### src/rtl/keypad_if.sv
// keypad_if -- bundles the keypad matrix lines and the key hand-off signals.
//   row       : 4-bit keypad row lines, active-low, asynchronous to clk
//   col       : 4-bit column strobes, active-low, exactly one low
//   key_code  : accepted key, col_index*4 + row_index
//   key_valid : key_code holds an unconsumed key
//   key_ack   : consumer acknowledge for key_valid
//   overrun   : sticky flag, a key was dropped while key_valid was pending
// Modport master is the scanner side; slave is the keypad/consumer side.
interface keypad_if;
  logic [3:0] row;
  logic [3:0] col;
  logic [3:0] key_code;
  logic       key_valid;
  logic       key_ack;
  logic       overrun;

  modport master (
    input  row, key_ack,
    output col, key_code, key_valid, overrun
  );

  modport slave (
    output row, key_ack,
    input  col, key_code, key_valid, overrun
  );
endinterface

### src/rtl/keypad_scan.sv
// keypad_scan -- 4x4 matrix keypad scanner with per-scan debounce and a
// single-entry key hand-off register.
//   clk  : system clock, rising edge
//   rst  : synchronous active-high reset
//   kp   : keypad_if.master (row, col, key_code, key_valid, key_ack, overrun)
// Parameters: SCAN_BITS (column period 2^SCAN_BITS cycles), DEBOUNCE_SCANS
// (1..15 full scans to accept press/release), REPEAT_SCANS (1..255).
// Optional feature macro: KEYPAD_AUTOREPEAT_EN -- a held key re-emits every
// REPEAT_SCANS full scans; when undefined no repeat counter is built.
module keypad_scan #(
  parameter int SCAN_BITS      = 17,
  parameter int DEBOUNCE_SCANS = 4,
  parameter int REPEAT_SCANS   = 16
) (
  input  logic     clk,
  input  logic     rst,
  keypad_if.master kp
);

  if (DEBOUNCE_SCANS < 1 || DEBOUNCE_SCANS > 15) begin : g_bad_deb
    $error("DEBOUNCE_SCANS out of range 1..15");
  end
  if (REPEAT_SCANS < 1 || REPEAT_SCANS > 255) begin : g_bad_rpt
    $error("REPEAT_SCANS out of range 1..255");
  end

  typedef enum logic [1:0] {S_IDLE, S_DEBOUNCE, S_PRESSED, S_RELEASE} state_t;

  localparam logic [SCAN_BITS-1:0] DIV_ONE = 1;
  localparam logic [3:0]           DEB_N   = 4'(DEBOUNCE_SCANS);

  logic [3:0]           row_meta_q, row_sync_q;
  logic [SCAN_BITS-1:0] div_q;
  logic [1:0]           col_idx_q;
  logic [1:0]           acc_lows_q;
  logic [3:0]           acc_code_q;
  state_t               state_q, state_d;
  logic [3:0]           cand_q, cand_d;
  logic [3:0]           dcnt_q, dcnt_d;
  logic [3:0]           key_code_q;
  logic                 key_valid_q, overrun_q;

  logic                 tick, scan_done, emit, restart, ack_ok;
  logic [3:0]           row_low, scan_code, dcnt_inc;
  logic [2:0]           pop, lows_sum;
  logic [1:0]           col_lows, row_hit, base_lows, scan_lows;
  logic [3:0]           col_w;

  assign tick      = &div_q;
  assign scan_done = tick && (col_idx_q == 2'd3);
  assign row_low   = ~row_sync_q;
  assign dcnt_inc  = dcnt_q + 4'd1;

  // Low rows in the current column, saturated at 2 (only 0/1/many matters).
  always_comb begin
    pop      = 3'(row_low[0]) + 3'(row_low[1]) + 3'(row_low[2]) + 3'(row_low[3]);
    col_lows = (pop >= 3'd2) ? 2'd2 : pop[1:0];
    row_hit  = 2'd0;
    if (row_low[1]) row_hit = 2'd1;
    if (row_low[2]) row_hit = 2'd2;
    if (row_low[3]) row_hit = 2'd3;
  end

  // Column 0 starts a fresh scan; later columns add to the running tally.
  always_comb begin
    base_lows = (col_idx_q == 2'd0) ? 2'd0 : acc_lows_q;
    lows_sum  = {1'b0, base_lows} + {1'b0, col_lows};
    scan_lows = (lows_sum >= 3'd2) ? 2'd2 : lows_sum[1:0];
    scan_code = (col_lows == 2'd1) ? {col_idx_q, row_hit} : acc_code_q;
  end

  always_comb begin
    case (col_idx_q)
      2'd0:    col_w = 4'b1110;
      2'd1:    col_w = 4'b1101;
      2'd2:    col_w = 4'b1011;
      default: col_w = 4'b0111;
    endcase
  end

  always_ff @(posedge clk) begin
    if (rst) begin
      row_meta_q <= 4'hF;
      row_sync_q <= 4'hF;
      div_q      <= '0;
      col_idx_q  <= 2'd0;
      acc_lows_q <= 2'd0;
      acc_code_q <= 4'd0;
    end else begin
      row_meta_q <= kp.row;
      row_sync_q <= row_meta_q;
      div_q      <= div_q + DIV_ONE;
      if (tick) begin
        col_idx_q  <= col_idx_q + 2'd1;
        acc_lows_q <= scan_lows;
        acc_code_q <= scan_code;
      end
    end
  end

`ifdef KEYPAD_AUTOREPEAT_EN
  localparam logic [7:0] RPT_N = 8'(REPEAT_SCANS);
  logic [7:0] rpt_q, rpt_d;
`endif

  // Debounce FSM, evaluated only on the tick that closes a full scan.
  always_comb begin
    state_d = state_q;
    cand_d  = cand_q;
    dcnt_d  = dcnt_q;
    emit    = 1'b0;
    restart = 1'b0;
`ifdef KEYPAD_AUTOREPEAT_EN
    rpt_d   = rpt_q;
`endif
    if (scan_done) begin
      case (state_q)
        S_IDLE: begin
          if (scan_lows == 2'd1) restart = 1'b1;
        end
        S_DEBOUNCE: begin
          if (scan_lows != 2'd1) begin
            state_d = S_IDLE;
          end else if (scan_code != cand_q) begin
            restart = 1'b1;
          end else begin
            dcnt_d = dcnt_inc;
            if (dcnt_inc >= DEB_N) begin
              state_d = S_PRESSED;
              emit    = 1'b1;
            end
          end
        end
        S_PRESSED: begin
          if (scan_lows == 2'd0) begin
            dcnt_d  = 4'd1;
            state_d = (DEB_N <= 4'd1) ? S_IDLE : S_RELEASE;
          end else if (scan_lows == 2'd1 && scan_code != cand_q) begin
            restart = 1'b1;
          end
        end
        default: begin
          if (scan_lows == 2'd0) begin
            dcnt_d = dcnt_inc;
            if (dcnt_inc >= DEB_N) state_d = S_IDLE;
          end else if (scan_lows == 2'd2) begin
            state_d = S_IDLE;
          end else if (scan_code == cand_q) begin
            state_d = S_PRESSED;
          end else begin
            restart = 1'b1;
          end
        end
      endcase
      // A fresh candidate counts as its first debounce scan; with a one-scan
      // debounce that already accepts it.
      if (restart) begin
        cand_d = scan_code;
        dcnt_d = 4'd1;
        if (DEB_N <= 4'd1) begin
          state_d = S_PRESSED;
          emit    = 1'b1;
        end else begin
          state_d = S_DEBOUNCE;
        end
      end
`ifdef KEYPAD_AUTOREPEAT_EN
      if (state_q == S_PRESSED && state_d == S_PRESSED) begin
        if (rpt_q + 8'd1 >= RPT_N) begin
          emit  = 1'b1;
          rpt_d = 8'd0;
        end else begin
          rpt_d = rpt_q + 8'd1;
        end
      end else begin
        rpt_d = 8'd0;
      end
`endif
    end
  end

  assign ack_ok = key_valid_q && kp.key_ack;

  always_ff @(posedge clk) begin
    if (rst) begin
      state_q     <= S_IDLE;
      cand_q      <= 4'd0;
      dcnt_q      <= 4'd0;
      key_code_q  <= 4'd0;
      key_valid_q <= 1'b0;
      overrun_q   <= 1'b0;
`ifdef KEYPAD_AUTOREPEAT_EN
      rpt_q       <= 8'd0;
`endif
    end else begin
      state_q <= state_d;
      cand_q  <= cand_d;
      dcnt_q  <= dcnt_d;
`ifdef KEYPAD_AUTOREPEAT_EN
      rpt_q   <= rpt_d;
`endif
      // An ack in the same cycle frees the slot for the new key.
      if (emit) begin
        if (!key_valid_q || ack_ok) begin
          key_code_q  <= scan_code;
          key_valid_q <= 1'b1;
        end else begin
          overrun_q <= 1'b1;
        end
      end else if (ack_ok) begin
        key_valid_q <= 1'b0;
      end
    end
  end

  assign kp.col       = col_w;
  assign kp.key_code  = key_code_q;
  assign kp.key_valid = key_valid_q;
  assign kp.overrun   = overrun_q;

endmodule
### src/flat_wrapper.sv
// flat-port wrapper written by rule: the top's interface ports become plain ports
module keypad_scan_flat 
#(
  parameter int SCAN_BITS      = 17,
  parameter int DEBOUNCE_SCANS = 4,
  parameter int REPEAT_SCANS   = 16
)
  (clk, rst, kp_row, kp_key_ack, kp_col, kp_key_code, kp_key_valid, kp_overrun);
  keypad_if kp_i ();
  input  logic clk;
  input  logic rst;
  input wire logic [$bits(kp_i.row)-1:0] kp_row;
  input wire logic [$bits(kp_i.key_ack)-1:0] kp_key_ack;
  output wire logic [$bits(kp_i.col)-1:0] kp_col;
  output wire logic [$bits(kp_i.key_code)-1:0] kp_key_code;
  output wire logic [$bits(kp_i.key_valid)-1:0] kp_key_valid;
  output wire logic [$bits(kp_i.overrun)-1:0] kp_overrun;
  assign kp_i.row = kp_row;
  assign kp_i.key_ack = kp_key_ack;
  assign kp_col = kp_i.col;
  assign kp_key_code = kp_i.key_code;
  assign kp_key_valid = kp_i.key_valid;
  assign kp_overrun = kp_i.overrun;
  keypad_scan #(.SCAN_BITS(SCAN_BITS), .DEBOUNCE_SCANS(DEBOUNCE_SCANS), .REPEAT_SCANS(REPEAT_SCANS)) u_core (.clk(clk), .rst(rst), .kp(kp_i));
endmodule
### config.mk
export PLATFORM = sky130hd
export DESIGN_NAME = keypad_scan_flat
export DESIGN_NICKNAME = d
export VERILOG_FILES = /design/src/rtl/keypad_if.sv /design/src/rtl/keypad_scan.sv /design/src/flat_wrapper.sv
export SDC_FILE = /design/constraint.sdc
export NUM_CORES = 1
export LEC_CHECK = 0
export ABC_CLOCK_PERIOD_IN_PS = 3100
export BUFFER_PORTS_ARGS = -buffer_cell sky130_fd_sc_hd__buf_2
export CAP_MARGIN = 25
export CELL_PAD_IN_SITES_DETAIL_PLACEMENT = 0
export CELL_PAD_IN_SITES_GLOBAL_PLACEMENT = 1
export CORE_ASPECT_RATIO = 1.5
export CORE_MARGIN = 2
export CORE_UTILIZATION = 41
export CTS_CLUSTER_DIAMETER = 30
export DETAILED_ROUTE_END_ITERATION = 10
export HOLD_SLACK_MARGIN = 0.12
export PLACE_DENSITY = 0.84
export SLEW_MARGIN = 25
export SYNTH_ARGS = -nofsm -noshare
export SYNTH_HDL_FRONTEND = slang
export SYNTH_SLANG_ARGS = --single-unit
### constraint.sdc
create_clock -name clk -period 3.1 [get_ports clk]
set_input_delay 0.31 -clock clk [delete_from_list [all_inputs] [get_ports clk]]
set_output_delay 0.31 -clock clk [all_outputs]
set_load 0.02 [all_outputs]
==> results.txt, run 1 <==
The flow ran to the end, but the final reports show violations. The library cell with the highest instance count after synthesis is sky130_fd_sc_hd__dfxtp_1. The overall die area came out at 6740 µm². The met2 track utilization from global routing came out at 28.1%. For this run, global-route usage on met1 was measured as 18.0%.

Walking the worst path, the cells encountered are inv_2 -> ha_4 -> fa_2 -> and2_4 -> ha_4 -> inv_2 -> fa_1 -> and3_4 -> buf_4 -> a31o_1 -> or4b_1 -> a21oi_1. The width of the chip came out at 67.7 µm. The area of all placed cells without fillers came out at 2960 µm².

The worst setup path is captured at a register. The analysis attributes to cell leakage a power of 1.24 nW. The most used flip-flop cell after synthesis is sky130_fd_sc_hd__dfxtp_1. CTS built an H-tree with a depth of 2. The number of detailed-routing iterations run before antenna repair came out at 4. Detailed routing inserted a total of 1953 vias. The met3 demand-to-capacity share in global routing is 2.49%. The final critical-path setup slack is -70.1 ps.

The number of clock buffers added by TritonCTS is 5. The first routing iteration left 49 violations. The largest fanout on the critical path is 5. The number of hold-repair buffers added at the cts stage is 0. The worst vdd rail ir drop came out at 0.298 mV. The transition time at the pin with the least slew margin is 900 ps.

The final reports fail on negative setup slack. Once the floorplan was initialized, standard cells occupied 42.8% of the core. In this run the vertical extent of the chip is 99.6 µm. Counting every sink on the clock net gives 49.

Once detailed placement completed, the half-perimeter wirelength came to 3490 µm. Broken down by cell family, the worst path's largest delay share belongs to adder cells. The clock transition time at the flip-flop clock pins of the worst setup and hold paths came out at 90 ps. The overall fraction of global-route tracks in use came out at 15.8%. After global routing the overflow that remains totals 0. The share of the synthesized area in the top cell type came out at 39.3%. The wire length after detailed routing is 4800 µm. The number of input and output port buffers inserted came out at 16. The number of max-capacitance violations reported came out at 0. The antenna violation net count after detailed routing is 0. The end point of the most critical hold path is u_core.row_meta_q[2]. The post-synthesis average cell area came out at 9.04 µm². The cell area after placement is 2780 µm². The largest total area in the synthesized netlist belongs to sky130_fd_sc_hd__dfxtp_1. The diode insertion count for antenna repair came out at 0. The min-delay analysis places its worst path in the category input pin to register. The global-route wire length before repair is 8150 µm. The area inside the core boundary came out at 5830 µm². After detailed routing, the number of vias per cell comes to 5.11. Final hold analysis gives a worst-case slack of 197 ps.

The number of I/O pins is 17. The setup violation total in the final timing report is 6. The placer's final routability congestion estimate came out at 0.791.

The sequential cell area fraction in the yosys report is 39.3%. Static timing analysis puts the maximum clock frequency at 315 MHz. The CTS tree is done. The longest clock path from root to sink contains 2 buffers.

The average wire length per cell after detail routing came out at 12.6 µm. The netlist area before placement is 2500 µm². The worst register-to-register path begins at u_core.row_sync_q[0]. The worst setup timing slack at the placement stage came out at -250 ps.

By area the synthesized netlist is led by sky130_fd_sc_hd__dfxtp_1 39%, sky130_fd_sc_hd__ha_1 8.0%, sky130_fd_sc_hd__xor2_1 6.0%. In the final layout, the share of cells above drive strength 1 is 26.5%. The power per standard cell area came out at 383 nW/µm². The startpoint type of the worst setup path is a register.

The number of cells on the worst reg-to-reg path came out at 12. STA puts the critical path data arrival time at 3390 ps. The maximum cell stage delay along the critical path came out at 530 ps. The count of unresolved DRC violations after routing is 0.

The later pin in the worst-skew pair is clocked with a latency of 300 ps. The count of state elements after synthesis is 49. The final critical path time including I/O delays and setup came out at 3170 ps. The fill cell total of the finished layout came out at 570.

The root buffer cell chosen for the clock tree is sky130_fd_sc_hd__clkbuf_8. The initial antenna violation count is 0. The via count of the first global-routing pass came out at 1863. Counting flops with a built-in enable in the synthesized netlist gives 0.

The category of the most critical setup path is register to register. The number of warnings issued by yosys is 0. The total number of placement rows came out at 34. Setup repair after global routing could not meet its margin everywhere.

Compared with the post-synthesis result, the final layout area differs by 18.5%. The startpoint of the worst hold path is kp_row[2]. The count of endpoints failing hold in the final timing report came out at 0. The cell depth of the worst min-delay path is 2.

The worst pin sits at a relative slew slack of 40.0%. The reg2reg setup slack came out at -70 ps. met2 is the most crowded layer. The final count of pins violating max slew came out at 0. The clock arrives with 8.68 ps of skew. In the final design database the tool counted 336 nets. STA puts the critical path data required time at 3320 ps. The number of nets in the synthesized netlist is 301. The critical path contains buffers and inverters numbering 3 combined. The share of synthesized registers carrying an async set or reset came out at 0%.

The portion of the clock cycle consumed by the worst path in the final layout came out at 102%. The pin count of the biggest net entering global routing came out at 54. The instance count of the mapped netlist is 276. The commonest cells after synthesis are 49 x sky130_fd_sc_hd__dfxtp_1, 39 x sky130_fd_sc_hd__nor2_1, 17 x sky130_fd_sc_hd__inv_1, 17 x sky130_fd_sc_hd__nand2_1, 17 x sky130_fd_sc_hd__xor2_1. The slowest cell on the critical path is sky130_fd_sc_hd__fa_2. The endpoint identified for the worst register-to-register timing path is u_core.state_q[1].

The number of different library cells used by synthesis comes to 47.
[placed cells by master, fill, tap and decap left out, types with 12 or more instances in the layout]
cell                      synthesis  final
sky130_fd_sc_hd__nor2_1          39     38
sky130_fd_sc_hd__buf_4            0     21
sky130_fd_sc_hd__mux2i_1         12     12
sky130_fd_sc_hd__buf_2            0     16
sky130_fd_sc_hd__nand2_1         17     16
sky130_fd_sc_hd__inv_1           17     13
sky130_fd_sc_hd__xor2_1          17     17
sky130_fd_sc_hd__dfxtp_1         49     47
sky130_fd_sc_hd__ha_1            16     13
[per-stage QoR]
step	power [mW]	utilization [%]	TNS [ps]	std cells
CTS	1.14	50.2	-294	380
floorplan	0.753	-	-19.3	276
detailed placement	0.789	47.7	-2580	372
global route	1.19	50.8	-1330	382
global placement	0.786	47.7	-952	372
finish	1.13	50.8	-227	382
[sequential cells by signal (all words and copies together) (netlist names)]
register and count:
u_core.kp.key_code 4, u_core.row_meta_q 4, u_core.dcnt_q 4, u_core.cand_q 4
u_core.state_q 2, u_core.acc_code_q 4, u_core.row_sync_q 4, u_core.div_q 17
u_core.acc_lows_q 2, u_core.kp.overrun 1, u_core.kp.key_valid 1, u_core.col_idx_q 2
[cell type report]
type                       count  area (µm²)  area share [%]
clock buffer                   5        68.8            2.33
clock inverter                 1        5.00           0.169
inverter                      17        63.8            2.16
multi-input combinational    199        1490            50.3
sequential                    49         983            33.2
tap                           72        90.1            3.05
timing repair buffer          39         260            8.80
[power by group]
part / switching (mW) / total (mW) / internal [mW] / leakage, nW
Combinational: 0.0740 / 0.150 / 0.0762 / 0.803
Clock: 0.194 / 0.343 / 0.149 / 0.0399
Sequential: 0.00338 / 0.640 / 0.637 / 0.396
Total: 0.271 / 1.13 / 0.862 / 1.24
[cell families after synthesis]
logic type | synth area share (%)
compound gates | 9.88
xor+xnor | 7.72
fa+ha+maj | 9.62
buf+inv | 4.51
flops | 39.3
mux | 5.71
simple gates | 23.3
[repair_timing]
action | CTS | global route
endpoints found under the hold margin | 0 | 0
cloned | 0 | 0
pin swaps | 9 | 6
setup buffers | 2 | 2
resized for setup | 15 | 5
setup endpoints to repair | 16 | 16
[routing by layer]
metal / vias up / share of wire [%]
met5: - / 0
met4: 0 / 2.6
li1: 995 / -
met2: 21 / 54
met1: 929 / 41
met3: 8 / 1.8
[worst max-delay path by stage]
stage / startpoint / end / slack [ps] / cells after the start
4_1_cts: u_core.row_sync_q[0] / u_core.kp.key_code[0] / -80 / 15
3_3_place_gp: u_core.row_sync_q[1] / u_core.kp.key_code[1] / -130 / 14
6_report: u_core.row_sync_q[0] / u_core.state_q[1] / -70 / 12
3_5_place_dp: u_core.row_sync_q[1] / u_core.kp.key_code[2] / -250 / 14
2_1_floorplan: u_core.row_sync_q[1] / u_core.state_q[0] / -10 / 15
5_1_grt: u_core.row_sync_q[0] / u_core.kp.key_code[1] / -250 / 15
Note: power is estimated with default switching activity, not from simulation.
==> run 2, diff against run 1 <==
Settings changed: BUFFER_PORTS_ARGS -buffer_cell sky130_fd_sc_hd__buf_2 to -buffer_cell sky130_fd_sc_hd__buf_4, CORE_UTILIZATION 41 to 38, PLACE_DENSITY 0.84 to 0.8.
==> results.txt, run 2 (synthesis gave the netlist of run 1 again) <==
The count of unresolved DRC violations after routing came to 0 (unchanged). The initial antenna violation count was 0 (unchanged). The run finished, with violations left. The power per standard cell area came out at 388 nW/µm² (+1.1%). The net switching fraction of the power came out at 24.9% (+0.98 points).

The clock latency on the worst-skew pair came out at 300 ps (about the same). The final critical-path setup slack came to -78.9 ps (-8.74 ps). The number of buffers added by the clock tree synthesis step came out at 5 (unchanged).

The overall power consumption came to 1.16 mW (+2.5%). The net load switching power is 289 µW (+6.6%). The top register by number of flip-flops is u_core.div_q. The total number of placement rows is 36 (+5.9%). The average wire length per cell after detail routing came out at 12.6 µm (-0.14%). The area of combinational cells with multiple inputs came to 1500 µm² (+1.0%).

The fill cell total of the finished layout came out at 636 (+12%). The antenna violation net count after detailed routing is 0 (unchanged). The final count of pins violating max slew was 0 (unchanged). The worst setup timing slack at the placement stage is -211 ps (+38.9 ps). The initial detailed-routing violation count came out at 119 (+140%). The final critical path time including I/O delays and setup is 3180 ps (+8.74 ps). The CTS tree is done. The category of the most critical setup path is register to register. The portion of the clock cycle consumed by the worst path in the final layout came out at 103% (+0.28 points).

The count of placed standard cells in the final layout, fillers left out is 383 (+0.26%). The final layout net count is 331 (-1.5%). The worst max-slew margin expressed relative to the limit was 54.1% (+14 points). The arrival time of the worst setup path is 3410 ps (+20 ps). The maximum clock insertion buffer count is 2 (unchanged). The path class of the tightest hold or removal check is input pin to register. The total via count in the routed design came out at 1885 (-3.5%). The diode insertion count for antenna repair is 0 (unchanged).

The count of endpoints failing hold in the final timing report came out at 0 (unchanged). The HPWL reported at the end of detailed placement is 3460 µm (-0.86%). The root buffer cell chosen for the clock tree is sky130_fd_sc_hd__clkbuf_8. The checks that failed: negative setup slack. The number of detailed-routing iterations run before antenna repair came to 4 (unchanged). The deepest level of the CTS H-tree is 2 (unchanged). The cell area after placement is 2810 µm² (+1.1%).

The number of placed cells counting well taps came out at 374 (+0.54%). The transition time at the pin with the least slew margin came out at 682 ps (-218 ps). The clock transition time at the flip-flop clock pins of the worst setup and hold paths is 90 ps (about the same).

The static leakage power is 1.23 nW (-0.87%). The global-route wire length before repair is 8460 µm (+3.8%). The number of flip-flops in the largest register is 17 (unchanged). The width of the chip was 70.2 µm (+3.6%). The number of I/O pins is 17 (unchanged). Leaving out fill and tap cells, the most frequent cell in the layout is sky130_fd_sc_hd__dfxtp_1.

The area added between synthesis and finish is 20.0%. The clock sink count is 49 (unchanged). The leftover overflow at the end of global routing came to 0 (unchanged). The register area came to 983 µm² (unchanged). The fraction of final layout cells sized beyond drive strength 1 came out at 26.4% (-0.067 points). The overall fraction of global-route tracks in use is 14.7% (-1.1 points).

The worst vdd rail ir drop came out at 0.255 mV (-14%). The die span in y is 103 µm (+3.7%). The largest fanout on the critical path is 3 (-2).

The worst clock skew is 5.47 ps (-3.21 ps). The area inside the core boundary is 6440 µm² (+11%). The internal power component is 872 µW (+1.1%).

STA classifies the critical path endpoint as a register. The number of input and output port buffers inserted came out at 16 (unchanged). The power share of the combinational group was 13.4% (about the same). The area of all placed cells without fillers was 3000 µm² (+1.3%). The peak clock frequency supported by timing came out at 315 MHz (-0.27%). The via count of the first global-routing pass is 1920 (+3.1%). The average via count per standard cell came out at 4.92 (-3.7%). The clock power share was 31.4% (+1.2 points). The overall die area is 7250 µm² (+7.5%).

The placer's final routability congestion estimate came out at 0.918 (+16%). The summed negative setup slack over all endpoints came out at -194 ps (+33.1 ps). The setup violation total in the final timing report came out at 6 (unchanged). The number of max-capacitance violations reported is 0 (unchanged). In the layout the commonest cells are 47 x sky130_fd_sc_hd__dfxtp_1, 39 x sky130_fd_sc_hd__nor2_1, 31 x sky130_fd_sc_hd__buf_4. Setup repair after global routing could not meet its margin everywhere. The worst hold margin came out at 192 ps (-4.53 ps). The core occupancy in the finished layout came out at 46.5% (-4.2 points). The worst path required time came out at 3330 ps (about the same). The worst setup path is launched from a register. The pin count of the biggest net entering global routing was 54 (unchanged). The share of total power in sequential cells was 55.2% (-1.3 points). The starting density of the core is 38.8% (-4.1 points). The wire length after detailed routing is 4810 µm (+0.12%).
## run 2: power by group through the flow
| stage | registers (mW) | logic [mW] | clock network [mW] |
|---|---|---|---|
| after floorplan | 0.655 | 0.0983 | 0 |
| after global placement | 0.655 | 0.134 | 0 |
| after CTS | 0.641 | 0.154 | 0.383 |
| after detailed placement | 0.655 | 0.137 | 0 |
| final | 0.641 | 0.156 | 0.365 |
| after global routing | 0.642 | 0.173 | 0.405 |
## run 2: layout make-up
cell class / count / share of cell area [%]
clock buffer: 5 / 2.30
clock inverter: 3 / 0.585
inverter: 17 / 2.13
multi-input combinational: 199 / 50.1
sequential: 49 / 32.8
tap: 76 / 3.17
timing repair buffer: 34 / 8.89
## run 2: per-layer routing
metal / wire [µm] / global-route usage [%]
met4: 102 / 6.66
met1: 2010 / 16.3
met2: 2580 / 27.4
met5: 0 / 0
met3: 117 / 2.81
## run 2: timing repair
action                                  4_1_cts  5_1_grt
pin swaps                                    10       18
hold buffers                                  0        0
endpoints found under the setup margin       14       14
gates resized for setup                      15       10
buffers inserted                              2        0
## run 2: critical path, cell delays in order, from the launching register on
cell and delay (ps):
sky130_fd_sc_hd__dfxtp_2 330, sky130_fd_sc_hd__inv_2 40, sky130_fd_sc_hd__ha_4 220, sky130_fd_sc_hd__fa_2 530, sky130_fd_sc_hd__and2_4 150, sky130_fd_sc_hd__ha_4 130, sky130_fd_sc_hd__inv_2 40, sky130_fd_sc_hd__fa_2 560
sky130_fd_sc_hd__nand2_2 80, sky130_fd_sc_hd__o21ai_1 120, sky130_fd_sc_hd__o311a_1 200, sky130_fd_sc_hd__a21oi_2 40, sky130_fd_sc_hd__or4b_1 520, sky130_fd_sc_hd__a21oi_1 150
## run 2: worst paths after layout
path                             start              endpoint  slack, ps  cells past startpoint
setup reg to reg  u_core.row_sync_q[1]     u_core.state_q[1]        -80                     13
setup / recovery  u_core.row_sync_q[1]     u_core.state_q[1]        -80                     13
hold reg to reg   u_core.row_meta_q[1]  u_core.row_sync_q[1]        410                      1
hold / removal               kp_row[3]  u_core.row_meta_q[3]        190                      2
==> run 3, diff against run 2 <==
Settings changed: BUFFER_PORTS_ARGS -buffer_cell sky130_fd_sc_hd__buf_4 to unset, DONT_BUFFER_PORTS set to 1, PLACE_DENSITY 0.8 to 0.77.
==> results.txt, run 3 (synthesis gave the netlist of run 1 again) <==
The HPWL reported at the end of detailed placement came to 3380 µm (-2.5%). The global-route wire length before repair was 8510 µm (+0.57%). The final layout net count came to 353 (+6.6%). The deepest level of the CTS H-tree is 2 (unchanged). The clock latency on the worst-skew pair is 310 ps (about the same). The number of detailed-routing iterations run before antenna repair is 3 (-1).

The number of input and output port buffers inserted is 0 (-16). The pin count of the biggest net entering global routing came out at 54 (unchanged). The final critical-path setup slack came out at -25.1 ps (+53.8 ps).

The diode insertion count for antenna repair came to 0 (unchanged). Ranked by flip-flop count, first place goes to u_core.div_q. The initial detailed-routing violation count was 81 (-32%).

The final count of pins violating max slew came out at 0 (unchanged). Setup repair after global routing could not meet its margin everywhere. The worst max-slew margin expressed relative to the limit is 60.4% (+6.3 points).

The net switching fraction of the power is 22.7% (-2.2 points). The average via count per standard cell was 4.92 (about the same). The starting density of the core is 38.8% (unchanged). The overall power consumption is 1.24 mW (+6.8%). The leading cell type in the layout, fill and taps excluded is sky130_fd_sc_hd__dfxtp_1. The leftover overflow at the end of global routing came to 0 (unchanged).

The share of total power in sequential cells came out at 51.7% (-3.5 points). The count of endpoints failing hold in the final timing report came out at 0 (unchanged). The largest fanout on the critical path came out at 3 (unchanged). The checks that failed: negative setup slack. The worst path required time came to 3350 ps (+20 ps).

The maximum clock insertion buffer count came to 2 (unchanged). The placer's final routability congestion estimate came out at 0.763 (-17%). The kind of end point of the critical path is a register.

The clock transition time at the flip-flop clock pins of the worst setup and hold paths came out at 100 ps (about the same). The count of unresolved DRC violations after routing came out at 0 (unchanged). The die span in y is 103 µm (unchanged). STA classifies the critical path startpoint as a register. The area inside the core boundary came out at 6440 µm² (unchanged).

The number of hold-repair buffers added at the cts stage is 37 (+37). Traced cell by cell, the critical path runs through inv_2 -> ha_4 -> fa_2 -> inv_2 -> ha_4 -> and2_4 -> ha_4 -> inv_2 -> fa_2 -> nand2_2 -> o21ai_2 -> o311a_1 -> a21oi_1 -> or4b_1 -> a21oi_1. The number of I/O pins is 17 (unchanged). The area of all placed cells without fillers came out at 3250 µm² (+8.4%). The net load switching power is 281 µW (-2.8%). The via count of the first global-routing pass came to 1942 (+1.1%).

The worst clock skew came out at 12.1 ps (+6.61 ps). The area added between synthesis and finish came out at 30.1%. The transition time at the pin with the least slew margin is 589 ps (-93.2 ps). The register area was 982 µm² (-0.13%). The wire length after detailed routing is 5050 µm (+5.0%).

The clock power share came out at 35.9% (+4.5 points). The area of combinational cells with multiple inputs is 1490 µm² (-0.58%). The portion of the clock cycle consumed by the worst path in the final layout is 101% (-1.7 points). The number of placed cells counting well taps is 359 (-4.0%). The total via count in the routed design came out at 1989 (+5.5%).

The maximum cell stage delay along the critical path is 560 ps (about the same). The average wire length per cell after detail routing was 12.5 µm (-0.45%). Leaving out fill and tap cells, the most frequent cells in the layout are 48 x sky130_fd_sc_hd__dfxtp_1, 38 x sky130_fd_sc_hd__nor2_1, 36 x sky130_fd_sc_hd__dlygate4sd3_1.

The internal power component is 959 µW (+10%). The fraction of final layout cells sized beyond drive strength 1 is 19.2% (-7.2 points). The number of max-capacitance violations reported came out at 0 (unchanged).

The power share of the combinational group is 12.4% (-1.0 points). The width of the chip is 70.2 µm (unchanged). The count of placed standard cells in the final layout, fillers left out is 404 (+5.5%). The initial antenna violation count came out at 0 (unchanged). The dominant delay contributor by cell family on the critical path is adder cells. The overall fraction of global-route tracks in use came out at 14.8% (+0.081 points). The number of buffers added by the clock tree synthesis step came out at 5 (unchanged). The min-delay analysis places its worst path in the category input pin to register.

The worst hold margin came out at 60.6 ps (-132 ps). The antenna violation net count after detailed routing came out at 0 (unchanged). The setup violation total in the final timing report was 3 (-3).

The overall die area was 7250 µm² (unchanged). The fill cell total of the finished layout is 595 (-6.4%). The cell sitting at the root of the clock tree is a sky130_fd_sc_hd__clkbuf_8. The run finished, with violations left. The power per standard cell area is 382 nW/µm² (-1.5%).

The worst vdd rail ir drop came out at 0.305 mV (+20%). The cell area after placement was 2700 µm² (-4.0%). The static leakage power is 1.37 nW (+11%).

The clock sink count is 49 (unchanged). The number of flip-flops in the largest register was 17 (unchanged). The peak clock frequency supported by timing was 320 MHz (+1.7%). The slowest cell on the critical path is sky130_fd_sc_hd__fa_2. The total number of placement rows is 36 (unchanged). The CTS tree is done.

The category of the most critical setup path is register to register. The final critical path time including I/O delays and setup came to 3130 ps (-53.8 ps). The arrival time of the worst setup path is 3370 ps (-40 ps). The count of buffer and inverter cells on the critical path came out at 3 (+1).
-- run 3: cell count changes in the layout (fill, tap and decap cells not counted), moves of 2 or more --
cell and change:
sky130_fd_sc_hd__dlygate4sd3_1 +36, sky130_fd_sc_hd__buf_4 -11, sky130_fd_sc_hd__buf_6 -3, sky130_fd_sc_hd__o21ai_1 -2
-- run 3: path summary, 6_finish.rpt --
check	start	end	slack, ps	depth (start not counted)
setup reg to reg	u_core.row_sync_q[1]	u_core.state_q[1]	-30	15
setup / recovery	u_core.row_sync_q[1]	u_core.state_q[1]	-30	15
hold reg to reg	u_core.dcnt_q[1]	u_core.dcnt_q[1]	520	2
hold / removal	rst	u_core.kp.overrun	60	1
-- run 3: what timing repair did --
action                     CTS  global route
hold endpoints to repair    46            14
resized for setup           12             6
setup endpoints to repair   16            14
pin swaps                    6             8
setup buffers                1             1
gates cloned                 0             0
-- run 3: metrics by stage --
step           util (%)  TNS [ps]  setup slack, ps
6_report           50.4     -37.0            -25.1
5_1_grt            50.4      -946             -170
4_1_cts            50.1     -63.4            -27.3
3_5_place_dp       41.9     -1840             -200
3_3_place_gp       41.9      -711             -102
2_1_floorplan         -     -19.3            -12.0
-- run 3: power groups by stage --
stage	registers [mW]	logic [mW]	clock network, mW
floorplan	0.655	0.0983	0
finish	0.641	0.154	0.446
CTS	0.640	0.148	0.456
global route	0.642	0.168	0.478
global placement	0.655	0.119	0
detailed placement	0.655	0.121	0
-- run 3: cell type report --
cell class	instances	share of cell area, %
sequential	49	30.2
clock buffer	5	2.12
clock inverter	2	1.08
tap	76	2.93
inverter	17	1.96
multi-input combinational	199	46.0
timing repair buffer	56	15.7
-- run 3: per-layer routing --
metal	up-vias	GRT usage (%)	wire [µm]
met5	-	0	0
met4	0	6.36	140
met3	10	2.03	67
met2	18	29.6	2740
met1	932	15.3	2100
li1	1029	-	-
